### src/rtl/rx_frame_buffer.sv
// Receive frame buffer: stores depacketized bytes speculatively, commits whole frames and
// replays them as a first-word-fall-through stream. Optional CRC-8 check via RX_FRAME_CRC8_EN.
module rx_frame_buffer #(
    parameter int ADDR_W  = 8,
    parameter int MAX_LEN = 255
) (
    input  logic              clk_32M768,
    input  logic              rst_n_32M768,
    input  logic [7:0]        in_tdata,
    input  logic              in_tvalid,
    input  logic              in_tlast,
    input  logic              in_tuser,
    output logic              in_tready,
    output logic [7:0]        out_tdata,
    output logic              out_tvalid,
    input  logic              out_tready,
    output logic              out_tlast,
    output logic [ADDR_W:0]   frames_pending,
    output logic              drop_pulse,
    output logic [7:0]        drop_count
);

    localparam int PTR_W = ADDR_W + 1;
    localparam int LEN_W = $clog2(MAX_LEN + 2);
    localparam logic [PTR_W-1:0] DEPTH     = {1'b1, {ADDR_W{1'b0}}};
    localparam logic [PTR_W-1:0] PTR_ONE   = {{ADDR_W{1'b0}}, 1'b1};
    localparam logic [LEN_W-1:0] MAX_LEN_L = LEN_W'(MAX_LEN);

    typedef enum logic [1:0] {IDLE, RECV, DROP} state_t;

    state_t           state;
    logic [PTR_W-1:0] wr_ptr, cm_ptr, rd_ptr;
    logic [LEN_W-1:0] frame_len;
    logic [8:0]       mem [2**ADDR_W];

    logic             acc, store, overflow, frame_ok, commit, drop_now;
    logic             rd_fire, rd_last;
    logic [PTR_W-1:0] wp, rd_next;
    logic [LEN_W-1:0] len_next;

    function automatic logic [7:0] sat_inc8(input logic [7:0] v);
        return (v == 8'hFF) ? v : v + 8'd1;
    endfunction

`ifdef RX_FRAME_CRC8_EN
    logic [7:0] crc, crc_next;

    function automatic logic [7:0] crc8_step(input logic [7:0] c_in, input logic [7:0] d);
        logic [7:0] c;
        c = c_in;
        for (int i = 7; i >= 0; i--) begin
            if (c[7] ^ d[i]) c = {c[6:0], 1'b0} ^ 8'h07;
            else             c = {c[6:0], 1'b0};
        end
        return c;
    endfunction
`endif

    always_comb begin
        acc      = in_tvalid && in_tready;
        // A start-of-frame byte always restarts from the last committed position.
        store    = acc && (in_tuser || state == RECV);
        wp       = in_tuser ? cm_ptr : wr_ptr;
        len_next = in_tuser ? LEN_W'(1) : frame_len + LEN_W'(1);
        overflow = ((wp - rd_ptr) == DEPTH) || (len_next > MAX_LEN_L);
`ifdef RX_FRAME_CRC8_EN
        crc_next = crc8_step(in_tuser ? 8'h00 : crc, in_tdata);
        frame_ok = (crc_next == 8'h00) && (len_next >= LEN_W'(2));
`else
        frame_ok = 1'b1;
`endif
        commit   = store && !overflow && in_tlast && frame_ok;
        drop_now = store && ((in_tuser && state == RECV) || overflow ||
                             (in_tlast && !frame_ok));
        rd_fire  = out_tvalid && out_tready;
        rd_last  = rd_fire && out_tlast;
        rd_next  = rd_fire ? rd_ptr + PTR_ONE : rd_ptr;
    end

    always_ff @(posedge clk_32M768) begin
        if (!rst_n_32M768) begin
            state          <= IDLE;
            wr_ptr         <= '0;
            cm_ptr         <= '0;
            rd_ptr         <= '0;
            frame_len      <= '0;
            frames_pending <= '0;
            drop_count     <= '0;
            drop_pulse     <= 1'b0;
            out_tvalid     <= 1'b0;
            in_tready      <= 1'b0;
`ifdef RX_FRAME_CRC8_EN
            crc            <= '0;
`endif
        end else begin
            in_tready  <= 1'b1;
            drop_pulse <= drop_now;
            if (drop_now) drop_count <= sat_inc8(drop_count);
            rd_ptr     <= rd_next;
            // Compared against the pre-commit cm_ptr: first byte appears two cycles after tlast.
            out_tvalid <= (rd_next != cm_ptr);
            case ({commit, rd_last})
                2'b10:   frames_pending <= frames_pending + 1'b1;
                2'b01:   frames_pending <= frames_pending - 1'b1;
                default: ;
            endcase
            if (store) begin
                if (overflow) begin
                    wr_ptr <= cm_ptr;
                    state  <= in_tlast ? IDLE : DROP;
                end else if (in_tlast) begin
                    if (frame_ok) begin
                        cm_ptr <= wp + PTR_ONE;
                        wr_ptr <= wp + PTR_ONE;
                    end else begin
                        wr_ptr <= cm_ptr;
                    end
                    state <= IDLE;
                end else begin
                    wr_ptr    <= wp + PTR_ONE;
                    frame_len <= len_next;
                    state     <= RECV;
`ifdef RX_FRAME_CRC8_EN
                    crc       <= crc_next;
`endif
                end
            end else if (acc && state == DROP && in_tlast) begin
                state <= IDLE;
            end
        end
    end

    always_ff @(posedge clk_32M768) begin
        if (store && !overflow) mem[wp[ADDR_W-1:0]] <= {in_tlast, in_tdata};
        {out_tlast, out_tdata} <= mem[rd_next[ADDR_W-1:0]];
    end

endmodule

### config.mk
export PLATFORM = sky130hd
export DESIGN_NAME = rx_frame_buffer
export DESIGN_NICKNAME = d
export VERILOG_FILES = /design/src/rtl/rx_frame_buffer.sv
export SDC_FILE = /design/constraint.sdc
export NUM_CORES = 2
export LEC_CHECK = 0
export ABC_AREA = 1
export CORE_ASPECT_RATIO = 0.75
export CORE_MARGIN = 2
export CORE_UTILIZATION = 45
export DETAILED_ROUTE_END_ITERATION = 12
export PLACE_DENSITY = 0.59
export SETUP_SLACK_MARGIN = 0.4
export SYNTH_ARGS = -nofsm -noshare
export SYNTH_HDL_FRONTEND = slang
export SYNTH_SLANG_ARGS = --single-unit
export TNS_END_PERCENT = 5
### constraint.sdc
create_clock -name clk_32M768 -period 3.7 [get_ports clk_32M768]
set_input_delay 0.37 -clock clk_32M768 [delete_from_list [all_inputs] [get_ports clk_32M768]]
set_output_delay 0.37 -clock clk_32M768 [all_outputs]
set_load 0.1 [all_outputs]
==> flow_metrics.py <==
metrics = {
    "outcome": {
        "status": "complete, no violations",
    },
    "cts": {
        "cts_made_buffers": 232,
        "path_clk_slew_ns": 0.06,
        "clock_latency_ns": 0.90,
        "ctsLongestPathBuffers": 4,
        "cts-root-buf": "clkbuf_16",
        "cts_tree": "done",
        "htreeDepth": 4,
        "clock-sinks": 2371,
    },
    "hold_path": {
        "hold_path_class": "primary input to flop",
    },
    "setup_path": {
        "startpoint_type": "flop",
        "critPathMaxStageDelay_ns": 0.35,
        "startpoint": "cm_ptr[2]$_SDFFE_PN0P_",
        "critPathCaptureType": "flop",
        "critPathKind": "flop to flop",
        "crit_required_ns": 4.30,
        "r2r_slack_ns": 0.22,
        "cpMostUsedCell": "buf_4",
        "worst_r2r_endpoint": "mem[14][3]$_DFFE_PP_",
        "ff2ff_path_depth": 22,
        "worstPathMaxFanout": 12,
        "critPathSlowestCell": "dfxtp_2",
        "path_cells": "inv_4 > o21ai_4 > ha_4 > nand2_2 > inv_2 > nand2_2 > nand2_4 > buf_6 > xor2_2 > nor2_1 > nand4_2 > buf_4 > buf_6 > buf_4 > nand2_4 > nor2_8 > buf_12 > clkbuf_16 > nand3_2 > buf_12 > nor2_1 > buf_4",
        "critical_path.endpoint": "mem[14][3]$_DFFE_PP_",
        "cp.arrival_ns": 4.09,
        "reg2reg_from": "cm_ptr[2]$_SDFFE_PN0P_",
    },
    "placement": {
        "dp.final_hpwl_um": 200400,
        "place_area_um2": 113100,
        "io_buffers": 42,
        "place_congestion": 0.9293,
    },
    "sta": {
        "fin_crit_sh_pct": 94.15,
        "finalSetupViolCount": 0,
        "skew_ns": 0.06671,
        "tightest_slew_ns": 1.045,
        "slew_viol_final": 0,
        "hold_viol": 0,
        "slew_headroom_pct": 30.11,
        "rsz0062_at_grt": "yes",
        "min_period_ns": 3.483,
        "fmax_mhz": 287.1,
        "whs_ns": 0.02791,
    },
    "pwr": {
        "p_leak_nw": 47.18,
        "finalPower_mw": 60.49,
        "power_density_nw_per_um2": 498.0,
        "vdd_drop_max_uv": 409.9,
    },
    "job": {
        "cap_violations": 0,
    },
    "layout": {
        "drive_above_1_share_pct": 12.81,
        "postLayoutCellArea_um2": 121500,
        "fin_nets": 10016,
        "area_delta_synth_final_pct": 17.52,
        "final_util_pct": 53.14,
        "n_fill_cell": 19907,
    },
    "route": {
        "drt_wl_total_um": 314900,
        "drt_iter0_drc": 10105,
        "via_count": 73045,
        "viasPerCell": 5.515,
        "wl_per_cell_um": 23.77,
        "drc": 0,
        "firstDrtPassIters": 6,
        "drtAntennaViolNets": 0,
    },
    "grt": {
        "grtUsageTotal_pct": 26.54,
        "antenna_found_initial": 11,
        "grt_max_degree": 119,
        "overflow": 0,
        "grt_pass1_wl_um": 459100,
        "grt_pass1_vias": 70341,
    },
    "die": {
        "start_util_pct": 45.22,
        "ios": 43,
        "die-area_um2": 233600,
        "die_h_um": 419.1,
        "core_um2": 228600,
        "rows": 152,
        "die_w_um": 557.4,
    },
    "synth": {
        "async_reset_ff_share_pct": 0,
        "syn-num-nets": 9506,
        "syn-instance-count": 9471,
        "synth_area_leader_cell": "edfxtp_1",
        "synth_edf_count": 2304,
        "yosysMostFrequentCell": "nand2_1",
        "netlist_top_cells_count": "2314 x nand2_1, 2304 x edfxtp_1, 1803 x nand3_1",
        "yosys.area.top_type_share_pct": 66.93,
        "ys_ff_latch": 2371,
        "synth_area_um2": 103400,
        "synth-seq-area-share_pct": 68.23,
        "yosysWarnings": 0,
        "synth_area_leaders": "edfxtp_1 67%, nand3_1 8.7%, nand2_1 8.4%",
        "synth_cell_type_count": 33,
        "avgSynthCellArea_um2": 10.91,
        "synth_flop_cell": "edfxtp_1",
    },
}
-- sequential cells by signal, summed over array words and instances (netlist names) --
register,count
cm_ptr,9
out_tlast,1
rd_ptr,9
frames_pending,9
frame_len,9
drop_pulse,1
mem,2304
wr_ptr,9
drop_count,8
in_tready,1
out_tvalid,1
state,2
out_tdata,8
-- cells in the final DEF, fill, tap and decap left out, types with 4 or more instances in the layout --
cell             instances
nand3_4                 11
o211ai_1               113
buf_12                 156
nand2_2                 16
nand3b_1               556
xor2_2                   4
edfxtp_1              2304
ha_4                    11
ha_1                     8
bufinv_16               24
buf_4                  653
inv_2                   15
a21oi_1                 41
nand4_1                 19
buf_6                   30
clkbuf_16              241
dlygate4sd3_1            7
clkinv_1                52
o21ai_0                202
clkdlybuf4s50_1         33
dfxtp_1                 62
nor2_2                   4
nand2_4                  6
clkbuf_1                44
nand3_2                 10
nor3_1                  21
clkinvlp_4              17
xor2_1                  21
xnor2_1                  5
buf_8                   10
nand2_1               2296
clkinv_2                41
o21ai_1                  6
inv_1                  971
dfxtp_2                  5
nor2_4                  11
nand3_1               1794
nor2_1                 302
-- kinds of logic after synthesis --
family	synth area share, %
simple gates	22.81
flops	68.23
buf+inv	6.292
compound gates	2.126
xor+xnor	0.2881
fa+ha+maj	0.2542
-- power by group --
| group | switching [mW] | leakage [nW] | internal (mW) |
|---|---|---|---|
| sequential | 0.0426 | 21.2 | 29.5 |
| combinational | 5.16 | 22.3 | 2.24 |
| clock | 10.2 | 3.60 | 13.4 |
-- critical path: cells and delay by family, from the launching register on --
family	cells	cell delay (ns)
buffers and inverters	10	1.35
xor gates and xnor gates	1	0.16
AOI/OAI and AO/OA	1	0.23
DFF	1	0.35
adders and majority gates	1	0.25
and+or+nand+nor	9	0.81
-- repair_timing --
action / CTS / global route
pin swaps: 18 / 25
gates resized for setup: 29 / 99
setup endpoints to repair: 152 / 1836
setup buffers: 18 / 12
endpoints found under the hold margin: 87 / 0
hold buffers: 7 / 0
gates cloned: 0 / 13
-- worst min-delay path by stage --
stage	start	endpoint	slack, ns	depth (start not counted)
global placement	cm_ptr[3]$_SDFFE_PN0P_	cm_ptr[3]$_SDFFE_PN0P_	0.45	2
finish	in_tdata[5]	mem[215][5]$_DFFE_PP_	0.03	1
floorplan	rst_n_32M768	in_tready$_DFF_P_	0.40	0
global route	in_tdata[5]	mem[215][5]$_DFFE_PP_	0.03	1
CTS	in_tdata[2]	mem[247][2]$_DFFE_PP_	0.003	1
detailed placement	wr_ptr[0]$_SDFFE_PN0P_	wr_ptr[0]$_SDFFE_PN0P_	0.46	2
-- routing by layer --
layer  global-route usage [%]  vias up  part of all wire [%]  wire [um]
met5                        0        -                     0          0
met4                    7.063        0                   2.8       8718
met3                    4.976      491                    10      31460
met2                    39.69     3458                    43     136200
met1                    39.59    35625                    44     138500
li1                         -    33471                     -          -
-- stage by stage --
stage	instances	setup slack, ns	TNS [ns]
4_1_cts	13219	0.3520	0
6_report	13245	0.2166	0
3_3_place_gp	12777	-0.5199	-376.40
2_1_floorplan	9471	0.04683	0
5_1_grt	13244	0.07547	0
3_5_place_dp	12777	-0.4641	-287.58
-- layout make-up --
class,count,area (um2),area share (%)
Antenna cell,1,2.502,0.002060
Timing Repair Buffer,894,8999,7.408
Multi-Input combinational cell,5485,26880,22.13
Clock buffer,282,6121,5.039
Clock inverter,135,1313,1.080
Sequential cell,2371,70530,58.06
Inverter,997,3774,3.106
Tap cell,3080,3854,3.172
Power figures use the tool's default switching activity.
